[config.mk]
export PLATFORM = sky130hd
export DESIGN_NAME = tmr_voted_counter
export DESIGN_NICKNAME = d
export VERILOG_FILES = /design/src/rtl/tmr_pkg.sv /design/src/rtl/majority_voter_w.sv /design/src/rtl/tmr_voted_counter.sv
export SDC_FILE = /design/constraint.sdc
export NUM_CORES = 1
export LEC_CHECK = 0
export ABC_AREA = 0
export BUFFER_PORTS_ARGS = -buffer_cell sky130_fd_sc_hd__buf_2
export CAP_MARGIN = 40
export CORE_UTILIZATION = 51
export DETAILED_ROUTE_END_ITERATION = 8
export PLACE_DENSITY = 0.75
export SLEW_MARGIN = 20
export SYNTH_ARGS = -nofsm -noshare
export SYNTH_HDL_FRONTEND = slang
export SYNTH_SLANG_ARGS = --single-unit
export TNS_END_PERCENT = 100
[constraint.sdc]
create_clock -name clk -period 2.2 [get_ports clk]
set_clock_uncertainty 0.2 [all_clocks]
set_input_delay 0 -clock clk [delete_from_list [all_inputs] [get_ports clk]]
set_output_delay 0 -clock clk [all_outputs]
set_load 0.005 [all_outputs]
[src/rtl/tmr_pkg.sv]
// Shared definitions for the triple-redundant voted counter.
package tmr_pkg;

    typedef enum logic [1:0] {
        INJ_NONE = 2'd0,
        INJ_A    = 2'd1,
        INJ_B    = 2'd2,
        INJ_C    = 2'd3
    } inj_sel_e;

    // Fault-injection code that targets redundant copy idx (0=A, 1=B, 2=C).
    function automatic inj_sel_e copy_inj_code(input int idx);
        case (idx)
            0:       return INJ_A;
            1:       return INJ_B;
            2:       return INJ_C;
            default: return INJ_NONE;
        endcase
    endfunction

endpackage

[src/rtl/majority_voter_w.sv]
// Bitwise two-out-of-three majority vote over three WIDTH-bit words.
module majority_voter_w #(
    parameter int WIDTH = 8
) (
    input  logic [WIDTH-1:0] a,
    input  logic [WIDTH-1:0] b,
    input  logic [WIDTH-1:0] c,
    output logic [WIDTH-1:0] y
);

    assign y = (a & b) | (a & c) | (b & c);

endmodule

[src/rtl/tmr_voted_counter.sv]
// Counter held in three redundant copies, read through a bitwise majority vote,
// with per-copy fault injection, disagreement flags and a saturating error count.
module tmr_voted_counter
    import tmr_pkg::*;
#(
    parameter int WIDTH    = 8,
    parameter int ERRCNT_W = 4,
    parameter int SCRUB    = 1
) (
    input  logic                clk,
    input  logic                rst,
    input  logic                en,
    input  logic                load,
    input  logic [WIDTH-1:0]    load_val,
    input  logic [1:0]          inj_sel,
    input  logic [WIDTH-1:0]    inj_mask,
    input  logic                err_clr,
    output logic [WIDTH-1:0]    cnt,
    output logic                tc,
    output logic                err,
    output logic                multi_err,
    output logic [ERRCNT_W-1:0] err_cnt
);

    (* keep *) logic [WIDTH-1:0] vote;
    logic [ERRCNT_W-1:0] err_cnt_reg;
    logic [ERRCNT_W-1:0] err_cnt_next;

    generate
        for (genvar gi = 0; gi < 3; gi++) begin : g_copy
            (* keep *) logic [WIDTH-1:0] copy_reg;
            logic [WIDTH-1:0] base_next;
            logic [WIDTH-1:0] copy_next;

            // Increments always start from the vote so one bad copy cannot skew the count.
            always_comb begin
                base_next = copy_reg;
                if (load) begin
                    base_next = load_val;
                end else if (en) begin
                    base_next = vote + WIDTH'(1);
                end else if (SCRUB != 0) begin
                    base_next = vote;
                end
                copy_next = base_next;
                if (inj_sel == copy_inj_code(gi)) begin
                    copy_next = base_next ^ inj_mask;
                end
            end

            always_ff @(posedge clk) begin
                if (rst) begin
                    copy_reg <= '0;
                end else begin
                    copy_reg <= copy_next;
                end
            end
        end
    endgenerate

    majority_voter_w #(
        .WIDTH(WIDTH)
    ) u_voter (
        .a(g_copy[0].copy_reg),
        .b(g_copy[1].copy_reg),
        .c(g_copy[2].copy_reg),
        .y(vote)
    );

    assign cnt = vote;
    assign tc  = en & ~load & ~rst & (vote == {WIDTH{1'b1}});

    assign err = (g_copy[0].copy_reg != g_copy[1].copy_reg)
               | (g_copy[1].copy_reg != g_copy[2].copy_reg)
               | (g_copy[0].copy_reg != g_copy[2].copy_reg);

    assign multi_err = (g_copy[0].copy_reg != g_copy[1].copy_reg)
                     & (g_copy[1].copy_reg != g_copy[2].copy_reg)
                     & (g_copy[0].copy_reg != g_copy[2].copy_reg);

    // Clear wins over a simultaneous error; the count sticks at all-ones.
    always_comb begin
        err_cnt_next = err_cnt_reg;
        if (err_clr) begin
            err_cnt_next = '0;
        end else if (err && (err_cnt_reg != {ERRCNT_W{1'b1}})) begin
            err_cnt_next = err_cnt_reg + ERRCNT_W'(1);
        end
    end

    always_ff @(posedge clk) begin
        if (rst) begin
            err_cnt_reg <= '0;
        end else begin
            err_cnt_reg <= err_cnt_next;
        end
    end

    assign err_cnt = err_cnt_reg;

endmodule

# Word level (Yosys, flattened, before mapping)
# Index checks and enable logic that the tools add are counted.
[totals] reg_bits=28 in_bits=23 output_inout_bits=15 word_cells=36
[op_classes] addsub=2 eq_ne=8 muxes=5 bitwise=15 n_reduce_logical=2
[ops] op="$mux W8" count=5
[ops] op="$and A8 B8 Y8" count=3
[ops] op="$ne A8 B8 Y1" count=3
[ops] op="$or A8 B8 Y8" count=2
[ops] op="$add A8 B1 Y8 const B" count=1
[ops] op="$eq A8 B8 Y1 const B" count=1
[ops] op="$xor A8 B8 Y8" count=1
[ops] op="$and A1 B1 Y1" count=5
[ops] op="$add A4 B1 Y4 const B" count=1
[ops] op="$eq A2 B2 Y1 const B" count=2
[ops] op="$ne A4 B4 Y1 const B" count=1
[ops] op="$eq A2 B1 Y1 const B" count=1
[ops] op="$not A1 Y1" count=2
[ops] op="$or A1 B1 Y1" count=2
[ops] op="$reduce_or A2 Y1" count=1
[ops] op="$logic_and A1 B1 Y1" count=1

# Longest topological paths before layout
[depth] depth_word=8 depth_mapped=9 mapped_depth_nobuf=9

# By module
# From an unflattened synthesis, not the netlist that was laid out.
[unflattened] cells_unflattened=213 area_unflattened_um2=1795.5
[modules_own_cells] module="tmr_voted_counter" n_inst=1 cells_each=205 area_per_inst_um2=1705.4 seq_area_each_um2=560.5
[modules_own_cells] module="majority_voter_w" n_inst=1 cells_each=8 area_per_inst_um2=90.1 seq_area_each_um2=0.0

# Worst setup path before layout
# OpenSTA, ideal clock, no wires.
[synth_timing] path_type="register to register" start="register g_copy[0].copy_reg[1]" end="register g_copy[0].copy_reg[4]" setup_ns=0.128 arrival_ns=1.916 required_ns=1.872 path_slack_ns=-0.044 path_stages_with_launch=10 n_path_buf=0 synth_period_minus_slack_ns=2.244 cell_sequence="dfxtp_1 ha_1 nor3_1 inv_1 ha_1 o311ai_2 nor3_1 o31ai_4 xor2_1 nor2_1"
[synth_between] elab_chain_len=8 elab_cells_between_ends=9 classes_between="add/sub (1); mux (3); bitwise (5)"
[synth_lines] item="start, declared" line="tmr_voted_counter.sv:31" source="(* keep *) logic [WIDTH-1:0] copy_reg;"
[synth_lines] item="start signal, assigned" line="tmr_voted_counter.sv:55" source="copy_reg <= copy_next;"
[synth_lines] item="$and A8 B8 Y8" line="majority_voter_w.sv:11" source="assign y = (a & b) | (a & c) | (b & c);"
[synth_lines] item="$or A8 B8 Y8 * (2 in a row)" line="majority_voter_w.sv:11"
[synth_lines] item="via vote[1]" line="tmr_voted_counter.sv:25" source="(* keep *) logic [WIDTH-1:0] vote;"
[synth_lines] item="$add A8 B1 Y8 *" line="tmr_voted_counter.sv:41" source="base_next = vote + WIDTH'(1);"
[synth_lines] item="$mux W8 *" line="tmr_voted_counter.sv:40" source="end else if (en) begin"
[synth_lines] item="$mux W8 *" line="tmr_voted_counter.sv:38" source="if (load) begin"
[synth_lines] item="$xor A8 B8 Y8" line="tmr_voted_counter.sv:47" source="copy_next = base_next ^ inj_mask;"
[synth_lines] item="$mux W8 *" line="tmr_voted_counter.sv:46" source="if (inj_sel == copy_inj_code(gi)) begin"
# Mark *: on every way through the listed nets, which the timed path passes. The rest lies on a longest branch.
# A chain may end at the register's enable or synchronous reset.

# Final worst setup path
[layout_timing] start="register g_copy[1].copy_reg[0]" end="register g_copy[2].copy_reg[4]"
[layout_between] elab_chain_len=8 elab_cells_between_ends=9 classes_between="add/sub (1); mux (3); bitwise (5)"
[layout_lines] item="start, declared" line="tmr_voted_counter.sv:31"
[layout_lines] item="start signal, assigned" line="tmr_voted_counter.sv:55"
[layout_lines] item="$and A8 B8 Y8" line="majority_voter_w.sv:11"
[layout_lines] item="$or A8 B8 Y8" line="majority_voter_w.sv:11"
[layout_lines] item="$or A8 B8 Y8 *" line="majority_voter_w.sv:11"
[layout_lines] item="$add A8 B1 Y8 *" line="tmr_voted_counter.sv:41"
[layout_lines] item="$mux W8 *" line="tmr_voted_counter.sv:40"
[layout_lines] item="$mux W8 *" line="tmr_voted_counter.sv:38"
[layout_lines] item="$xor A8 B8 Y8" line="tmr_voted_counter.sv:47"
[layout_lines] item="$mux W8 *" line="tmr_voted_counter.sv:46"
[layout_lines] item="end signal, assigned" line="tmr_voted_counter.sv:55"
[layout_lines] item="end, declared" line="tmr_voted_counter.sv:31"
# Mark *: on every way between the ends. The rest lies on a longest branch, timed or not.

==> summary.md <==
| Metric | Value |
|---|---|
| Post-CTS Setup Bufs | `0` |
| Synthesized flop and latch total | `28` |
| Cells after Synth | `253` |
| Ys Warns | `0` |
| Post-synth EDFFs | `0` |
| Diode count | `0` |
| Setup CP Type | `reg -> reg` |
| Largest stage delay on the critical path | `0.39 ns` |
| Largest register FFs | `24` |
| Total congestion overflow | `0` |
| Number of CTS-inserted buffers | `3` |
| Initial Util | `53.7%` |
| Failing checks | `setup timing` |
| Synth area leaders | `dfxtp_1 26%, ha_1 15%, xor2_1 6.5%` |
| Largest net degree at the start of global routing | `30` |
| CTS Sinks | `28` |
| Worst Setup End Kind | `register` |
| Sw Share | `31.4%` |
| FP Rows | `23` |
| Worst EP arrival | `2.17 ns` |
| Synth unique cells | `47` |
| Worst Hold Class | `in -> reg` |
| Post-synthesis sequential area ratio | `25.9%` |
| Final setup violation count | `1` |
| Startpoint Class | `register` |
| Fraction of layout cells with a size suffix above 1 | `31.0%` |
| Post-synth top area cell | `dfxtp_1` |
| Worst path bufs/invs | `0` |
| IO Count | `38` |
| P_int | `916 uW` |
| Post-synthesis xor/xnor area fraction | `8.10%` |
| Top_reg_cell synth | `dfxtp_1` |
| Synth-to-layout area growth | `27.3%` |
| Final worst-path cycle share | `100%` |
| Rel. slew slack | `58.5%` |
| R2R depth | `8` |
| Core ar. | `4030 um2` |
| Final WS setup | `-0.00496 ns` |
| Actual slew at the worst max-slew pin | `0.622 ns` |
| Setup_tns | `-0.00496 ns` |
| DRC Markers | `0` |
| FF-to-FF setup slack | `-0.005 ns` |
| Die X | `67.1 um` |
| Final WL | `4.80 mm` |
| Final hold violations | `0` |
| Yosys top cell area share | `25.9%` |
| Status | `complete, but fails checks` |
| CP required | `2.17 ns` |
| Net Switching | `420 uW` |
| Worst R2R Start | `g_copy[1].copy_reg[0]$_SDFF_PP0_` |
| Crit path from | `g_copy[1].copy_reg[0]$_SDFF_PP0_` |
| H-tree depth | `1` |
| Mux share of post-synthesis cell area | `3.24%` |
| Die area | `4500 um2` |
| Syn avg cell area | `8.55 um2` |
| Wire per inst | `13.6 um` |
| Max Freq | `454 MHz` |
| Simple-Gate Fraction of Synth Area | `27.4%` |
| RSZ-0062 raised after global routing | `yes` |
| VDD IR-drop max | `0.296 mV` |
| Comb pwr share | `32.7%` |
| Hold path start | `inj_sel[0]` |
| Routed vias | `1961` |
| Initial antenna violation count | `0` |
| Nets | `353` |
| Gpl congestion | `0.833` |
| Adder-Cell Fraction of Synth Area | `15.0%` |
| Post-DP HPWL | `3.52 mm` |
| Cell-by-cell trace of the critical path | `ha_2 -> or3_4 -> ha_4 -> o311ai_4 -> nor3_2 -> o31ai_4 -> xor2_1 -> nor2_1` |
| Worst min-delay path endpoint | `g_copy[1].copy_reg[5]$_SDFF_PP0_` |
| Post-route ant nets | `0` |
| Ys async rst share | `0%` |
| First-pass GRT wire length | `7.59 mm` |
| Min Tclk post-route | `2.20 ns` |
| Vias in the first global route | `1760` |
| Crit-path max FO | `3` |
| CTS tree | `yes` |
| PwrDens | `486 nW/um2` |
| Port Buffers | `37` |
| Global Route Usage Sum | `22.6%` |
| LEAKAGE | `1.24 nW` |
| Syn_nets | `302` |
| Worst path top cell family by delay | `simple AND/OR/NAND/NOR gates` |
| Master of the slowest instance on the critical path | `or3_4` |
| Drt pass-1 iters | `4` |
| Setup WS pre-CTS | `-0.0571 ns` |
| RR Endpoint | `g_copy[2].copy_reg[4]$_SDFF_PP0_` |
| Clock network fraction of total power | `24.2%` |
| Die Y | `67.1 um` |
| Largest family of logic cells by synthesized area | `simple AND/OR/NAND/NOR gates` |
| Via density | `5.56` |
| Cell Area, Synth | `2160 um2` |
| Hold-critical path depth | `4` |
| Synth Area in Compound Gates | `13.7%` |
| Most common cell in the synthesized netlist | `nand2_1` |
| Sequential share of power | `43.1%` |
| Worst hold slack | `0.0215 ns` |
| Worst-path clk slew | `0.10 ns` |
| Fillers | `333` |
| Clock root buffer | `clkbuf_8` |
| CTS max path bufs | `2` |
| Max-cap viol count | `0` |
| Total power draw | `1.34 mW` |
| Most frequent cells after synthesis | `33 x nand2_1, 28 x dfxtp_1, 26 x ha_1` |
| Worst-Skew Late Latency | `0.28 ns` |
| Fin. max-slew vios | `0` |
| Initial DRC count | `66` |
-- worst register-to-register path, cell delays in order (launching register included) --
cell and delay [ns]:
dfxtp_2 0.35, ha_2 0.19, or3_4 0.39, ha_4 0.18, o311ai_4 0.11, nor3_2 0.11
o31ai_4 0.32, xor2_1 0.19, nor2_1 0.06
-- worst max path at each step --
stage	to	depth (start not counted)
floorplan	g_copy[0].copy_reg[4]$_SDFF_PP0_	8
global placement	g_copy[2].copy_reg[4]$_SDFF_PP0_	8
detailed placement	g_copy[1].copy_reg[4]$_SDFF_PP0_	8
CTS	tc	8
global route	g_copy[2].copy_reg[4]$_SDFF_PP0_	9
finish	g_copy[2].copy_reg[4]$_SDFF_PP0_	8
-- placed cells by master (no fill, tap or decap), types with 9 or more instances in the layout --
cell / synthesis / final
a21oi_1: 9 / 9
buf_2: 3 / 37
buf_4: 8 / 13
dfxtp_1: 28 / 25
dlygate4sd3_1: 0 / 16
ha_1: 26 / 22
nand2_1: 33 / 32
nor2_1: 22 / 22
nor3_1: 11 / 9
xor2_1: 16 / 16
-- stage by stage --
stage                     instance area [um2]  util [%]  std cells
final                                    2750      68.3        353
after global routing                     2750      68.3        353
after CTS                                2620      65.1        353
after detailed placement                 2400      59.5        333
after global placement                   2400      59.5        333
after floorplan                          2170         -        253
-- cell type report --
cell class | instances | area [um2] | share of cell area, %
clock buffer | 4 | 55.1 | 2.00
inverter | 7 | 26.3 | 0.955
multi-input combinational | 198 | 1600 | 58.2
sequential | 28 | 564 | 20.5
tap | 50 | 62.6 | 2.27
timing repair buffer | 66 | 443 | 16.1
-- power by group through the flow --
stage	Sequential (mW)	Clock [mW]	Combinational [mW]
finish	0.576	0.323	0.437
global route	0.580	0.350	0.489
CTS	0.572	0.328	0.396
detailed placement	0.583	0	0.368
global placement	0.581	0	0.363
floorplan	0.577	0	0.255
-- cell families (layout without fill, tap and decap cells) --
kind of cell | Yosys count | in the layout
AO/OA/AOI/OAI | 34 | 34
buffers and inverters | 27 | 77
flip-flops | 28 | 28
multiplexers | 6 | 6
AND/OR/NAND/NOR | 112 | 112
adder cells (fa/ha/maj) | 26 | 26
XOR/XNOR | 20 | 20
-- timing repair --
action,4_1_cts,5_1_grt
hold buffers,16,0
setup endpoints to repair,5,19
pin swaps,1,16
gates resized for setup,5,20
endpoints found under the hold margin,28,0
-- routing by layer --
layer	routed length [um]	global-route usage, %	vias up
li1	-	-	1003
met1	2120	29.1	897
met2	2320	39.0	56
met3	306	2.57	5
met4	61	7.18	0
met5	0	0	-
(Power assumes the default switching activity.)
